File: src/rtl/menu_pkg.sv
// Shared types and constants for the difficulty/speed selection page controller.
package menu_pkg;

  typedef enum logic [1:0] {
    ST_MENU,
    ST_CONFIRM,
    ST_LAUNCH,
    ST_PLAY
  } menu_state_t;

  localparam logic [1:0] HARD_EASY   = 2'd0;
  localparam logic [1:0] HARD_NORMAL = 2'd1;
  localparam logic [1:0] HARD_HARD   = 2'd2;

  localparam int unsigned KEY_UP    = 0;
  localparam int unsigned KEY_DOWN  = 1;
  localparam int unsigned KEY_LEFT  = 2;
  localparam int unsigned KEY_RIGHT = 3;
  localparam int unsigned KEY_ENTER = 4;
  localparam int unsigned KEY_W     = 5;

  // Saturating difficulty step in either direction, clamped to 0..hmax.
  function automatic logic [1:0] hard_step(input logic [1:0] h, input logic inc,
                                           input logic [1:0] hmax);
    logic [1:0] r;
    if (inc) r = (h >= hmax) ? hmax : h + 2'd1;
    else     r = (h == 2'd0) ? 2'd0 : h - 2'd1;
    return r;
  endfunction

endpackage

File: src/rtl/menu_key_edge.sv
// Press detector for the 5-bit key vector; previous-value registers reset to 1
// so keys held through reset never register as a press.
module menu_key_edge
  import menu_pkg::*;
(
  input  logic             i_clk,
  input  logic             i_rst,
  input  logic [KEY_W-1:0] i_keys,
  output logic [KEY_W-1:0] o_press
);

  logic [KEY_W-1:0] r_prev;

  always_ff @(posedge i_clk or posedge i_rst) begin
    if (i_rst) r_prev <= '1;
    else       r_prev <= i_keys;
  end

  assign o_press = i_keys & ~r_prev;

endmodule

File: src/rtl/menu_select_ctrl.sv
// Selection page controller: cursor/difficulty/speed settings and the
// confirm -> launch -> play sequence. Optional hold-to-repeat: MENU_AUTO_REPEAT_EN.
module menu_select_ctrl
  import menu_pkg::*;
#(
  parameter int unsigned CONFIRM_CYCLES = 8,
  parameter int unsigned HARD_MAX       = 2,
  parameter int unsigned REPEAT_DELAY   = 12,
  parameter int unsigned REPEAT_PERIOD  = 4
) (
  input  logic       clk_22,
  input  logic       rst,
  input  logic       key_up,
  input  logic       key_down,
  input  logic       key_left,
  input  logic       key_right,
  input  logic       key_enter,
  input  logic       game_over,
  output logic       up,
  output logic [1:0] hard,
  output logic       speed,
  output logic       blink,
  output logic       game_start,
  output logic       in_game
);

  // Counter kept at least 2 bits wide so blink can always read bit 1.
  localparam int unsigned CW = ($clog2(CONFIRM_CYCLES) < 2) ? 2 : $clog2(CONFIRM_CYCLES);
  localparam logic [CW-1:0] CNT_LOAD = CW'(CONFIRM_CYCLES - 1);
  localparam logic [1:0]    HMAX     = 2'(HARD_MAX);

  menu_state_t      r_state;
  logic [CW-1:0]    r_cnt;
  logic [CW-1:0]    w_cnt_dec;
  logic [KEY_W-1:0] w_keys;
  logic [KEY_W-1:0] w_press;
  logic             w_rep_fire;
  logic             w_rep_inc;

  assign w_keys    = {key_enter, key_right, key_left, key_down, key_up};
  assign w_cnt_dec = r_cnt - CW'(1);

  menu_key_edge u_key_edge (
    .i_clk   (clk_22),
    .i_rst   (rst),
    .i_keys  (w_keys),
    .o_press (w_press)
  );

`ifdef MENU_AUTO_REPEAT_EN
  localparam int unsigned RW = $clog2(REPEAT_DELAY + 1);

  logic [RW-1:0] r_hold_cnt;
  logic          r_hold_right;
  logic          w_hold_l;
  logic          w_hold_r;
  logic          w_hold;
  logic          w_hold_same;

  assign w_hold_l    = (r_state == ST_MENU) && !up && key_left && !key_right;
  assign w_hold_r    = (r_state == ST_MENU) && !up && key_right && !key_left;
  assign w_hold      = w_hold_l || w_hold_r;
  assign w_hold_same = (r_hold_cnt != '0) && (r_hold_right == w_hold_r);
  assign w_rep_fire  = w_hold && w_hold_same && (r_hold_cnt == RW'(REPEAT_DELAY));
  assign w_rep_inc   = w_hold_r;

  // After a repeat the counter rewinds so the next one lands REPEAT_PERIOD later.
  always_ff @(posedge clk_22 or posedge rst) begin
    if (rst) begin
      r_hold_cnt   <= '0;
      r_hold_right <= 1'b0;
    end else if (!w_hold) begin
      r_hold_cnt   <= '0;
    end else if (!w_hold_same) begin
      r_hold_cnt   <= RW'(1);
      r_hold_right <= w_hold_r;
    end else if (w_rep_fire) begin
      r_hold_cnt   <= RW'(REPEAT_DELAY - REPEAT_PERIOD + 1);
    end else begin
      r_hold_cnt   <= r_hold_cnt + RW'(1);
    end
  end
`else
  assign w_rep_fire = 1'b0;
  assign w_rep_inc  = 1'b0;
`endif

  always_ff @(posedge clk_22 or posedge rst) begin
    if (rst) begin
      r_state    <= ST_MENU;
      r_cnt      <= '0;
      up         <= 1'b0;
      hard       <= HARD_EASY;
      speed      <= 1'b0;
      blink      <= 1'b0;
      game_start <= 1'b0;
      in_game    <= 1'b0;
    end else begin
      case (r_state)
        ST_MENU: begin
          if (w_press[KEY_ENTER]) begin
            r_state <= ST_CONFIRM;
            r_cnt   <= CNT_LOAD;
            blink   <= CNT_LOAD[1];
          end else if (w_press[KEY_UP]) begin
            up <= 1'b0;
          end else if (w_press[KEY_DOWN]) begin
            up <= 1'b1;
          end else if (w_press[KEY_LEFT]) begin
            if (up) speed <= ~speed;
            else    hard  <= hard_step(hard, 1'b0, HMAX);
          end else if (w_press[KEY_RIGHT]) begin
            if (up) speed <= ~speed;
            else    hard  <= hard_step(hard, 1'b1, HMAX);
          end else if (w_rep_fire) begin
            hard <= hard_step(hard, w_rep_inc, HMAX);
          end
        end
        ST_CONFIRM: begin
          if (r_cnt == '0) begin
            r_state    <= ST_LAUNCH;
            blink      <= 1'b0;
            game_start <= 1'b1;
          end else begin
            r_cnt <= w_cnt_dec;
            blink <= w_cnt_dec[1];
          end
        end
        ST_LAUNCH: begin
          r_state    <= ST_PLAY;
          game_start <= 1'b0;
          in_game    <= 1'b1;
        end
        ST_PLAY: begin
          if (game_over) begin
            r_state <= ST_MENU;
            in_game <= 1'b0;
          end
        end
        default: r_state <= ST_MENU;
      endcase
    end
  end

endmodule

File: config.mk
export PLATFORM = sky130hd
export DESIGN_NAME = menu_select_ctrl
export DESIGN_NICKNAME = d
export VERILOG_FILES = /design/src/rtl/menu_pkg.sv /design/src/rtl/menu_key_edge.sv /design/src/rtl/menu_select_ctrl.sv
export SDC_FILE = /design/constraint.sdc
export NUM_CORES = 1
export LEC_CHECK = 0
export BUFFER_PORTS_ARGS = -buffer_cell sky130_fd_sc_hd__buf_2
export CAP_MARGIN = 30
export CORE_UTILIZATION = 53
export CTS_BUF_LIST = sky130_fd_sc_hd__clkbuf_8 sky130_fd_sc_hd__clkbuf_16
export CTS_CLUSTER_DIAMETER = 40
export DETAILED_ROUTE_END_ITERATION = 7
export PLACE_DENSITY = 0.72
export SLEW_MARGIN = 30
export SYNTH_ARGS = -nofsm -noshare
export SYNTH_HDL_FRONTEND = slang
export SYNTH_SLANG_ARGS = --single-unit
File: constraint.sdc
create_clock -name clk_22 -period 2.3 [get_ports clk_22]
set_clock_uncertainty 0.05 [all_clocks]
set_input_delay 0.115 -clock clk_22 [delete_from_list [all_inputs] [get_ports clk_22]]
set_output_delay 0.115 -clock clk_22 [all_outputs]
set_load 0.02 [all_outputs]
# Yosys cells after proc, flatten, opt, wreduce, memory -nomap -nowiden
# Cells that the tools add are included.
[op_classes]
n_addsub = 3
mul = 0
div_mod_pow = 0
order_cmp = 1
eq_ne = 9
shifts = 0
muxes = 25
n_bitwise = 6
reduce_logical = 16
[ops]
columns = ["op", "count"]
rows = [
  ["$mux W2", 9],
  ["$ne A2 B2 Y1 const B", 5],
  ["$reduce_bool A2 Y1", 5],
  ["$mux W1", 9],
  ["$reduce_and A3 Y1", 3],
  ["$pmux W2 S4", 1],
  ["$reduce_and A7 Y1", 1],
  ["$mux W3", 2],
  ["$pmux W1 S2", 3],
  ["$pmux W3 S2", 1],
  ["$reduce_and A2 Y1", 3],
  ["$and A5 B5 Y5", 1],
  ["$not A5 Y5", 1],
  ["$reduce_and A5 Y1", 1],
  ["$eq A2 B2 Y1 const B", 2],
  ["$logic_not A2 Y1", 2],
  ["$not A1 Y1", 4],
  ["$logic_not A3 Y1", 1],
  ["$sub A3 B1 Y3 const B", 1],
  ["$add A2 B1 Y2 const B", 1],
  ["$eq A2 B1 Y1 const B", 1],
  ["$ge A2 B2 Y1 const B", 1],
  ["$ne A2 B1 Y1 const B", 1],
  ["$sub A2 B1 Y2 const B", 1],
]
[totals]
reg_bits = 17
latch_bits = 0
mem_bits_rw = 0
romBits = 0
inputBits = 8
n_memories = 0

# Depth between registers and ports, before layout
# Gate-level depths: netlist of run 1.
[logic_depth]
ltp_word = 5
mapped_depth = 6
depth_no_buf = 6

# By module
# From an unflattened synthesis of run 1, not the netlist that was laid out.
[unflattened]
hier_cells = 91
area_unflattened_um2 = 989.7
[by_module_without_submodules]
columns = ["mod", "n_inst", "cells_per_inst", "area_per_inst_um2"]
rows = [
  ["menu_select_ctrl", 1, 80, 785.8],
  ["menu_key_edge", 1, 11, 203.9],
]

# Worst setup path before layout of run 1
# No wires, ideal clock.
[synth_path]
path_type = "flip-flop to flip-flop"
from = "register r_state[0]"
to = "register r_state[1]"
setup_ps = 125
arrival_ps = 1482
path_slack_ps = 643
path_stages_with_launch = 7
cell_sequence = "dfrtp_1 -> inv_1 -> ha_1 -> and2_4 -> buf_6 -> a221oi_4 -> mux2_4"
[synth_via]
elab_chain_cells = 3
[synth_lines]
columns = ["item", "line_no", "text"]
rows = [
  ["from (decl)", "menu_select_ctrl.sv:32", "menu_state_t r_state;"],
  ["from (signal assigned)", "menu_select_ctrl.sv:90", "r_state <= ST_MENU;"],
  ["from (signal assigned)", "menu_select_ctrl.sv:102", "r_state <= ST_CONFIRM;"],
  ["from (signal assigned)", "menu_select_ctrl.sv:121", "r_state <= ST_LAUNCH;"],
  ["$eq A2 B2 Y1 (tied with other cells)", "menu_select_ctrl.sv:99", "case (r_state)"],
  ["$ne A2 B2 Y1 (no source line) / $ne A2 B1 Y1 (equally long branches)", "-", ""],
  ["$reduce_and A3 Y1 (no source line)", "-", ""],
]
# Several ways; a longest one is shown, not always the timed one.
# A chain may end at the register's enable or synchronous reset.

# Worst setup path in the final report of run 1
[layout_path]
from = "register r_cnt[0]"
to = "register r_state[1]"
[layout_via]
elab_chain_cells = 3
[layout_lines]
columns = ["item", "line_no", "text"]
rows = [
  ["from (decl)", "menu_select_ctrl.sv:33", "logic [CW-1:0] r_cnt;"],
  ["from (signal assigned)", "menu_select_ctrl.sv:125", "r_cnt <= w_cnt_dec;"],
  ["$logic_not A3 Y1", "menu_select_ctrl.sv:120", "if (r_cnt == '0) begin"],
  ["$ne A2 B2 Y1 (no source line)", "-", ""],
  ["$reduce_and A3 Y1 (no source line)", "-", ""],
  ["to (signal assigned)", "menu_select_ctrl.sv:121", ""],
  ["to (signal assigned)", "menu_select_ctrl.sv:130", "r_state <= ST_PLAY;"],
  ["to (signal assigned)", "menu_select_ctrl.sv:136", "r_state <= ST_MENU;"],
]
# No other way between the ends.

==> results of run 1 <==
## per-layer routing
layer	wire length (um)	GRT usage [%]	part of all wire, %
met1	763	27.3	47
met4	8	10.9	0.50
met3	75	3.83	4.6
met5	0	0	0
met2	767	31.0	48
## per-stage QoR
step,hold WS (ns),instances
final,0.128,119
after global routing,0.136,119
after CTS,0.128,119
after detailed placement,0.178,109
after global placement,0.171,109
after floorplan,-0.0126,80
## flip-flops by register name (all words and copies together) (netlist names), 2 cells and up
register,flops
r_cnt,3
u_key_edge.r_prev,5
r_state,2
hard,2
## kinds of logic (layout without fill, tap and decap cells)
kind of cell | count (synthesis) | count (layout) | synth area share, %
simple gates | 22 | 22 | 14.1
xor+xnor | 2 | 2 | 1.94
compound gates | 15 | 15 | 11.5
mux | 6 | 6 | 7.77
buf+inv | 9 | 32 | 4.58
fa+ha+maj | 9 | 9 | 12.2
flops | 17 | 17 | 47.9
## power by group
group	total [mW]	internal (mW)	switching, mW
sequential	0.470	0.395	0.0751
combinational	0.604	0.281	0.323
clock	0.226	0.120	0.106
## worst max path at each step
stage               startpoint    endpoint
floorplan           r_state[0]  r_state[1]
global placement      r_cnt[0]  r_state[1]
detailed placement    r_cnt[0]  r_state[1]
CTS                   r_cnt[0]  r_state[1]
global route          r_cnt[1]  r_state[1]
finish                r_cnt[0]  r_state[1]
## worst register-to-register path, stage by stage (launching register included)
cell	delay (ns)
dfrtp_1	0.39
inv_1	0.08
ha_1	0.18
or2b_1	0.31
a221oi_4	0.30
mux2_4	0.33
## final cells by class
type | count | area (um2)
Inverter | 8 | 30.0
Clock inverter | 1 | 5.00
Multi-Input combinational cell | 54 | 429
Tap cell | 16 | 20.0
Clock buffer | 3 | 41.3
Fill cell | 118 | 454
Timing Repair Buffer | 20 | 130
Sequential cell | 17 | 432
## cells in the mapped netlist (2+ instances only)
| master | n | area, um2 |
|---|---|---|
| nand4_1 | 2 | 12.5 |
| nor2_1 | 5 | 18.8 |
| nor2b_1 | 3 | 18.8 |
| xnor2_1 | 2 | 17.5 |
| inv_1 | 8 | 30.0 |
| nand2_1 | 4 | 15.0 |
| o21ai_0 | 5 | 25.0 |
| dfstp_2 | 5 | 131 |
| ha_1 | 8 | 100 |
| a21oi_1 | 6 | 30.0 |
| dfrtp_1 | 12 | 300 |
| mux2_2 | 3 | 33.8 |
## repair_timing
action | 4_1_cts | 5_1_grt
endpoints found under the hold margin | 17 | 0
resized for setup | 0 | 0
hold buffers | 6 | 0
==> impl_metrics.py, run 1 <==
metrics = {
    "floorplan": {
        "die_h_um": 43.3,
        "start_util_pct": 58.5,
        "io-pin-count": 15,
        "rows": 14,
        "core_area_mm2": 0.00154,
        "die_area_mm2": 0.00187,
        "die_x_um": 43.3,
    },
    "logic_synthesis": {
        "syn_avg_cell_area_um2": 11.3,
        "synth_ff_type": "dfrtp_1",
        "synthArstFlopShare_pct": 100,
        "synth_cells": 80,
        "yosysSeqAreaShare_pct": 47.9,
        "synth_edf_count": 0,
        "syn-num-nets": 96,
        "ys_warn_count": 0,
        "synth_area_um2": 902,
        "ys_types": 29,
        "synth_seq_cells": 17,
    },
    "detailed_routing": {
        "via_per_inst": 5.38,
        "drt_wl_total_um": 1610,
        "ant_nets": 0,
        "drtPass1Iterations": 4,
        "routedWlPerCell_um": 13.6,
        "vias": 640,
        "drt-initial-drc-count": 9,
        "drc": 0,
    },
    "worst_setup_path": {
        "timing.rr.end": "r_state[1]",
        "cp_data_arrival_time_ns": 1.85,
        "worst-setup-path-type": "flop to flop",
        "path_buf_inv": 1,
        "r2r_setup_slack_ns": 0.54,
        "path_delay_family": "flip-flops",
        "cp-start-kind": "flop",
        "r2r_cells": 5,
        "crit_slowest_cell": "dfrtp_1",
        "crit_path_max_fanout": 4,
        "cp.required_ns": 2.39,
        "end_kind": "flop",
        "crit_cells": 5,
        "reg2reg_from": "r_cnt[0]",
        "critPathMaxStageDelay_ns": 0.39,
        "worstPathCellList": "inv_1 -> ha_1 -> or2b_1 -> a221oi_4 -> mux2_4",
    },
    "clocking": {
        "cts.reportedPaths.clkPinSlew_ns": 0.07,
        "clk_latency_ns": 0.25,
        "cts_setup_buffers": 0,
        "htreeDepth": 1,
        "tritoncts": "built",
        "numCtsBuffers": 3,
        "clockBufferDepth": 2,
        "cts_sinks": 17,
        "clock-root-buffer": "clkbuf_8",
    },
    "power_and_ir_drop": {
        "leakagePower_nw": 0.516,
        "power_density_mw_per_mm2": 1200,
        "ir_drop_v": 0.000723,
        "p_total_mw": 1.30,
    },
    "layout": {
        "final_cell_area_mm2": 0.00109,
        "diodes": 0,
        "synthToLayoutAreaGrowth_pct": 20.5,
        "fin_nets": 120,
        "drive_above_1_share_pct": 30.1,
        "mostFrequentLayoutCell": "buf_2",
        "utilization_pct": 70.5,
        "final_cell_mix": "buf_2, dfrtp_1, inv_1, ha_1",
    },
    "status": {
        "status": "finished, final reports clean",
    },
    "grt": {
        "grt_max_degree": 18,
        "gr-usage-all-layers_pct": 20.4,
        "grt_pass1_vias": 611,
        "grt_antenna_before_repair": 0,
        "globalRouteOverflowTotal": 0,
        "grt_first_pass_wirelength_um": 2700,
    },
    "timing": {
        "min_period_ns": 1.76,
        "finalSetupTns_ns": 0,
        "period_share_pct": 76.4,
        "finalMaxSlewViolations": 0,
        "finalHoldViolCount": 0,
        "setup_ws_ns": 0.543,
        "setup_viol": 0,
        "maxSlewHeadroom_pct": 58.0,
        "max_freq_ghz": 0.569,
        "tightest_slew_ns": 0.630,
        "rsz0062_at_grt": "false",
    },
    "placement": {
        "dp_slack_ns": 0.552,
        "io_buffers": 14,
        "placedInstanceArea_um2": 981,
        "routabilityCongestion": 0.713,
        "dp_hpwl_um": 1040,
    },
    "hold_path": {
        "hold_depth": 3,
        "worstHoldEndpoint": "in_game",
        "hold_start": "game_over",
        "hold_class": "input port to flop",
    },
    "run": {
        "drv_cap": 0,
    },
}
No activity file was read; power rests on OpenSTA's default activity.
==> run 2: changes to the inputs <==
Settings changed: ABC_AREA from default to 1, CORE_UTILIZATION 53 to 49, PLACE_DENSITY 0.72 to 0.69.
Clock period 2.3 ns to 1.59 ns, I/O delays scaled along.
==> run 2 against run 1 <==
  * Routed wire length grew 10%
  * Clock power grew 36%
  * Critical path depth grew 2
  * Worst setup slack lost 0.39 ns
  * Via count grew 19%
  * Final cell count grew 35%
  * Critical path type unchanged
  * Largest power group unchanged
==> impl_metrics.py, run 2 <==
metrics = {
    "status": {
        "status": "finished, final reports clean",
    },
    "worst_setup_path": {
        "worstPathCellList": "inv_1 -> ha_1 -> nand2_4 -> nor2_4 -> nand3_2 -> nand2_1 -> nand2_1",
        "cp-start-kind": "flop",
        "crit_path_max_fanout": 7,
        "cp_data_arrival_time_ns": 1.53,
        "crit_slowest_cell": "dfrtp_1",
        "crit_path_start": "r_state[1]",
        "cpMostUsedCell": "nand2_1",
        "crit_cells": 7,
        "cp.required_ns": 1.68,
        "r2r_cells": 7,
        "end_kind": "flop",
        "reg2reg_from": "r_state[1]",
        "path_buf_inv": 1,
        "worst-setup-path-type": "flop to flop",
        "critPathMaxStageDelay_ns": 0.42,
        "path_delay_family": "simple AND/OR/NAND/NOR gates",
    },
    "grt": {
        "globalRouteOverflowTotal": 0,
        "grt_antenna_before_repair": 0,
        "grt_max_degree": 18,
        "grt_pass1_vias": 776,
        "gr-usage-all-layers_pct": 19.9,
        "grt_first_pass_wirelength_um": 2940,
    },
    "logic_synthesis": {
        "syn_avg_cell_area_um2": 8.60,
        "synth_seq_cells": 17,
        "synthTopCellsByArea": "dfrtp_1, dfstp_2, nand2_1",
        "ys_types": 23,
        "ys_top_cells_by_count": "nand2_1, inv_1, dfrtp_1, ha_1, nor2_1",
        "synth_cells": 112,
        "synth_ff_type": "dfrtp_1",
        "synth_area_um2": 963,
        "syn-num-nets": 128,
        "yosysSeqAreaShare_pct": 44.8,
        "synthArstFlopShare_pct": 100,
        "ys_warn_count": 0,
        "synth_edf_count": 0,
        "synth.most_common_cell": "nand2_1",
        "netlist.area_leader.share_pct": 31.2,
        "yosys.area.top_type": "dfrtp_1",
    },
    "power_and_ir_drop": {
        "power_density_mw_per_mm2": 1700,
        "p_total_mw": 1.99,
        "leakagePower_nw": 0.630,
        "ir_drop_v": 0.00113,
    },
    "detailed_routing": {
        "drt_wl_total_um": 1780,
        "ant_nets": 0,
        "vias": 760,
        "drt-initial-drc-count": 4,
        "routedWlPerCell_um": 11.0,
        "drc": 0,
        "via_per_inst": 4.72,
        "drtPass1Iterations": 4,
    },
    "clocking": {
        "cts.reportedPaths.clkPinSlew_ns": 0.06,
        "cts_setup_buffers": 0,
        "cts_resized": 0,
        "numCtsBuffers": 3,
        "tritoncts": "built",
        "ctsHoldBuffers": 6,
        "clock-root-buffer": "clkbuf_8",
        "clockBufferDepth": 2,
        "htreeDepth": 1,
        "cts_sinks": 17,
        "clk_latency_ns": 0.25,
    },
    "timing": {
        "setup_ws_ns": 0.151,
        "finalSetupTns_ns": 0,
        "period_share_pct": 90.5,
        "setup_viol": 0,
        "max_freq_ghz": 0.695,
        "maxSlewHeadroom_pct": 56.8,
        "tightest_slew_ns": 0.648,
        "min_period_ns": 1.44,
        "finalHoldViolCount": 0,
        "rsz0062_at_grt": "false",
        "finalMaxSlewViolations": 0,
    },
    "layout": {
        "top_register": "u_key_edge.r_prev",
        "final_cell_area_mm2": 0.00117,
        "largestRegisters": "u_key_edge.r_prev: 5 flops, r_cnt: 3 flops",
        "fin_nets": 153,
        "multi_input_area_um2": 457,
        "mostFrequentLayoutCell": "nand2_1",
        "utilization_pct": 65.6,
        "final_cell_mix": "nand2_1, inv_1, buf_2",
        "drive_above_1_share_pct": 28.7,
        "largest_reg_flops": 5,
        "synthToLayoutAreaGrowth_pct": 21.4,
        "fillCellCount": 150,
        "diodes": 0,
        "register_area_um2": 432,
    },
    "run": {
        "drv_cap": 0,
    },
    "floorplan": {
        "core_area_mm2": 0.00178,
        "rows": 15,
        "die_area_mm2": 0.00215,
        "io-pin-count": 15,
        "die_x_um": 46.3,
        "die_h_um": 46.3,
        "start_util_pct": 54.0,
    },
    "hold_path": {
        "hold_depth": 4,
        "hold_start": "game_over",
        "hold_class": "input port to flop",
    },
    "placement": {
        "routabilityCongestion": 0.840,
        "dp_slack_ns": 0.149,
        "io_buffers": 14,
        "dp_hpwl_um": 1300,
        "placedInstanceArea_mm2": 0.00106,
    },
}
-- run 2: path summary, 6_finish.rpt --
path | endpoint | slack [ns]
worst max-delay path | hard[0] | 0.15
worst min-delay path | in_game | 0.08
worst max register to register | hard[0] | 0.15
worst min register to register | blink | 0.44
max in group asynchronous | hard[0] | 0.64
min in group asynchronous | in_game | 0.43
-- run 2: area by class of cell --
cell class	instances	area share, %
Multi-Input combinational cell	75	39.0
Sequential cell	17	36.9
Timing Repair Buffer	20	11.1
Inverter	20	6.42
Clock buffer	3	3.53
Tap cell	25	2.67
Clock inverter	1	0.321
-- run 2: per-layer routing --
metal	share of wire (%)	routed length, um	track usage, %
met4	0.96	17	11.8
met1	43	757	19.3
met5	0	0	0
met2	53	950	37.8
met3	2.9	52	3.92
-- run 2: kinds of logic after synthesis --
kind of cell / share of synthesized area [%]
flops: 44.8
fa+ha+maj: 10.4
simple gates: 29.0
xor+xnor: 0.909
compound gates: 7.14
buf+inv: 7.79
-- run 2: worst reg2reg max path: cells and delay by family (launching register included) --
kind / cells / cell delay, ns
simple gates: 5 / 0.47
flops: 1 / 0.42
fa+ha+maj: 1 / 0.26
buf+inv: 1 / 0.14
-- run 2: stage by stage --
| stage | cells | hold WS (ns) |
|---|---|---|
| final | 161 | 0.0752 |
| after global routing | 161 | 0.100 |
| after CTS | 161 | 0.0695 |
| after detailed placement | 151 | 0.147 |
| after global placement | 151 | 0.140 |
| after floorplan | 112 | -0.0481 |
-- run 2: report_power, final --
group          internal [mW]  switching, mW  total [mW]
Clock                  0.171          0.137       0.308
Sequential             0.580          0.127       0.707
Combinational          0.366          0.606       0.972
==> run 3: changes to the inputs <==
Settings changed: ABC_AREA 1 to default, CORE_UTILIZATION 49 to 48, PLACE_DENSITY 0.69 to 0.68.
==> run 3 against run 2 <==
  * Routed wire length increased by 7.5%
  * Clock-buffer cell count unchanged
  * Sequential cell count unchanged
  * The run now ends with setup timing left
  * First-iteration DRC count increased to 4.0 times the previous value
  * Clock power increased by 6.5%
  * Critical path type unchanged
  * Via count decreased by 5.7%
  * Critical path depth decreased by 1
  * Design area increased by 8.0%
==> impl_metrics.py, run 3 (same netlist as run 1, synthesis figures left out) <==
metrics = {
    "run": {
        "drv_cap": 0,
    },
    "worst_setup_path": {
        "end_kind": "flop",
        "critPathMaxStageDelay_ns": 0.39,
        "worstPathCellList": "inv_2 -> ha_4 -> or2b_1 -> a221oi_4 -> buf_4 -> mux2i_2",
        "crit_path_max_fanout": 2,
        "reg2reg_from": "r_cnt[0]",
        "r2r_setup_slack_ns": -0.05,
        "cp.required_ns": 1.71,
        "r2r_cells": 6,
        "cp_data_arrival_time_ns": 1.76,
        "worst-setup-path-type": "flop to flop",
        "cp-start-kind": "flop",
        "crit_slowest_cell": "dfrtp_1",
        "timing.rr.end": "r_state[0]",
    },
    "timing": {
        "period_share_pct": 103,
        "min_period_ns": 1.64,
        "max_freq_ghz": 0.610,
        "rsz0062_at_grt": "true",
        "tightest_slew_ns": 0.641,
        "finalHoldViolCount": 0,
        "setup_viol": 2,
        "setup_ws_ns": -0.0505,
        "maxSlewHeadroom_pct": 57.3,
        "finalMaxSlewViolations": 0,
    },
    "power_and_ir_drop": {
        "switchingPower_mw": 0.867,
        "power_density_mw_per_mm2": 1830,
        "power.internal_mw": 1.44,
        "ir_drop_v": 0.00107,
        "combinationalPowerShare_pct": 56.4,
        "p_sw_share_pct": 37.5,
        "power_frac_clock_pct": 14.2,
        "leakagePower_nw": 0.588,
        "p_total_mw": 2.31,
        "seq_power_share_pct": 29.4,
    },
    "detailed_routing": {
        "vias": 717,
        "routedWlPerCell_um": 13.3,
        "via_per_inst": 4.98,
        "drc": 0,
        "drt_wl_total_um": 1910,
        "drt-initial-drc-count": 16,
        "ant_nets": 0,
        "drtPass1Iterations": 4,
    },
    "clocking": {
        "clk_latency_ns": 0.25,
        "cts.reportedPaths.clkPinSlew_ns": 0.07,
        "numCtsBuffers": 3,
        "tritoncts": "built",
        "clockBufferDepth": 2,
        "htreeDepth": 1,
        "clock-root-buffer": "clkbuf_8",
        "cts_sinks": 17,
    },
    "grt": {
        "grt_max_degree": 18,
        "grt_first_pass_wirelength_um": 3040,
        "globalRouteOverflowTotal": 0,
        "gr-usage-all-layers_pct": 21.7,
        "grt_pass1_vias": 701,
        "grt_antenna_before_repair": 0,
    },
    "status": {
        "violations": "setup timing",
        "status": "finished with violations",
    },
    "floorplan": {
        "die_h_um": 45.4,
        "die_area_mm2": 0.00206,
        "die_x_um": 45.4,
        "start_util_pct": 51.7,
        "rows": 15,
        "core_area_mm2": 0.00175,
        "io-pin-count": 15,
    },
    "layout": {
        "fin_nets": 136,
        "drive_above_1_share_pct": 48.7,
        "diodes": 0,
        "largest_reg_flops": 5,
        "synthToLayoutAreaGrowth_pct": 40.1,
        "top_register": "u_key_edge.r_prev",
        "largestRegisters": "u_key_edge.r_prev: 5 flops, r_cnt: 3 flops",
        "final_cell_mix": "buf_4, buf_2, dfrtp_1",
        "mostFrequentLayoutCell": "buf_4",
    },
    "placement": {
        "routabilityCongestion": 0.834,
        "dp_slack_ns": -0.0710,
        "io_buffers": 14,
        "dp_hpwl_um": 1210,
    },
    "hold_path": {
        "hold_depth": 3,
        "hold_start": "game_over",
        "hold_class": "input port to flop",
        "worstHoldEndpoint": "in_game",
    },
}
-- run 3: cell count changes in the layout (fill, tap and decap cells not counted), sizes merged, moves of 2 or more --
cell    change
nand2      -30
mux2        +5
nand3       -8
nor2b       +3
xnor2       +2
nand2b      +2
a21oi       +3
o21ai       -2
nor2        -4
inv        -13
buf        +16
-- run 3: layout make-up --
class / count / area, um2
Fill cell: 117 / 482
Clock inverter: 1 / 5.00
Inverter: 8 / 30.0
Sequential cell: 17 / 432
Clock buffer: 3 / 41.3
Tap cell: 25 / 31.3
Multi-Input combinational cell: 54 / 474
Timing Repair Buffer: 36 / 250
-- run 3: worst max-delay path: cells and delay by family (launching register included) --
kind	cells	cell delay, ns
AOI/OAI and AO/OA	1	0.26
adders and majority gates	1	0.13
buffers and inverters	2	0.26
DFF	1	0.39
muxes	1	0.20
and+or+nand+nor	1	0.26
-- run 3: worst max-delay path by stage --
stage	depth (start not counted)	slack, ns	endpoint	start
after floorplan	5	-0.05	r_state[1]	r_cnt[0]
after CTS	5	-0.05	r_state[1]	r_cnt[1]
after detailed placement	5	-0.07	r_state[1]	r_cnt[0]
after global placement	5	-0.03	r_cnt[0]	r_state[0]
after global routing	6	-0.12	r_state[0]	r_cnt[0]
final	6	-0.05	r_state[0]	r_cnt[0]
-- run 3: timing repair --
action	CTS	global route
pin swaps	1	6
setup buffers	4	1
hold buffers	6	0
endpoints found under the hold margin	17	0
resized for setup	7	5
setup endpoints to repair	3	6
-- run 3: power groups by stage --
stage	clock, mW	sequential [mW]	combinational [mW]
after floorplan	0	0.764	0.602
after global placement	0	0.672	1.02
after detailed placement	0	0.679	1.05
after CTS	0.332	0.674	1.22
after global routing	0.357	0.702	1.41
final	0.328	0.679	1.30
-- run 3: metrics by stage --
step,std cells,hold slack [ns],cell area (um2),util [%],TNS [ns]
finish,144,0.0699,1260,72.4,-0.0943
global placement,129,0.141,1080,61.9,-0.0548
detailed placement,129,0.145,1080,61.9,-0.166
global route,144,0.0842,1260,72.4,-0.228
CTS,143,0.0705,1250,71.5,-0.112
floorplan,80,-0.0481,907,-,-0.0491
-- run 3: metal layers --
metal / global-route usage (%) / vias to the layer above / routed length, um
met5: 0 / - / 0
met4: 9.70 / 0 / 27
met3: 5.20 / 4 / 66
met2: 36.8 / 21 / 986
met1: 25.8 / 340 / 830
li1: - / 352 / -
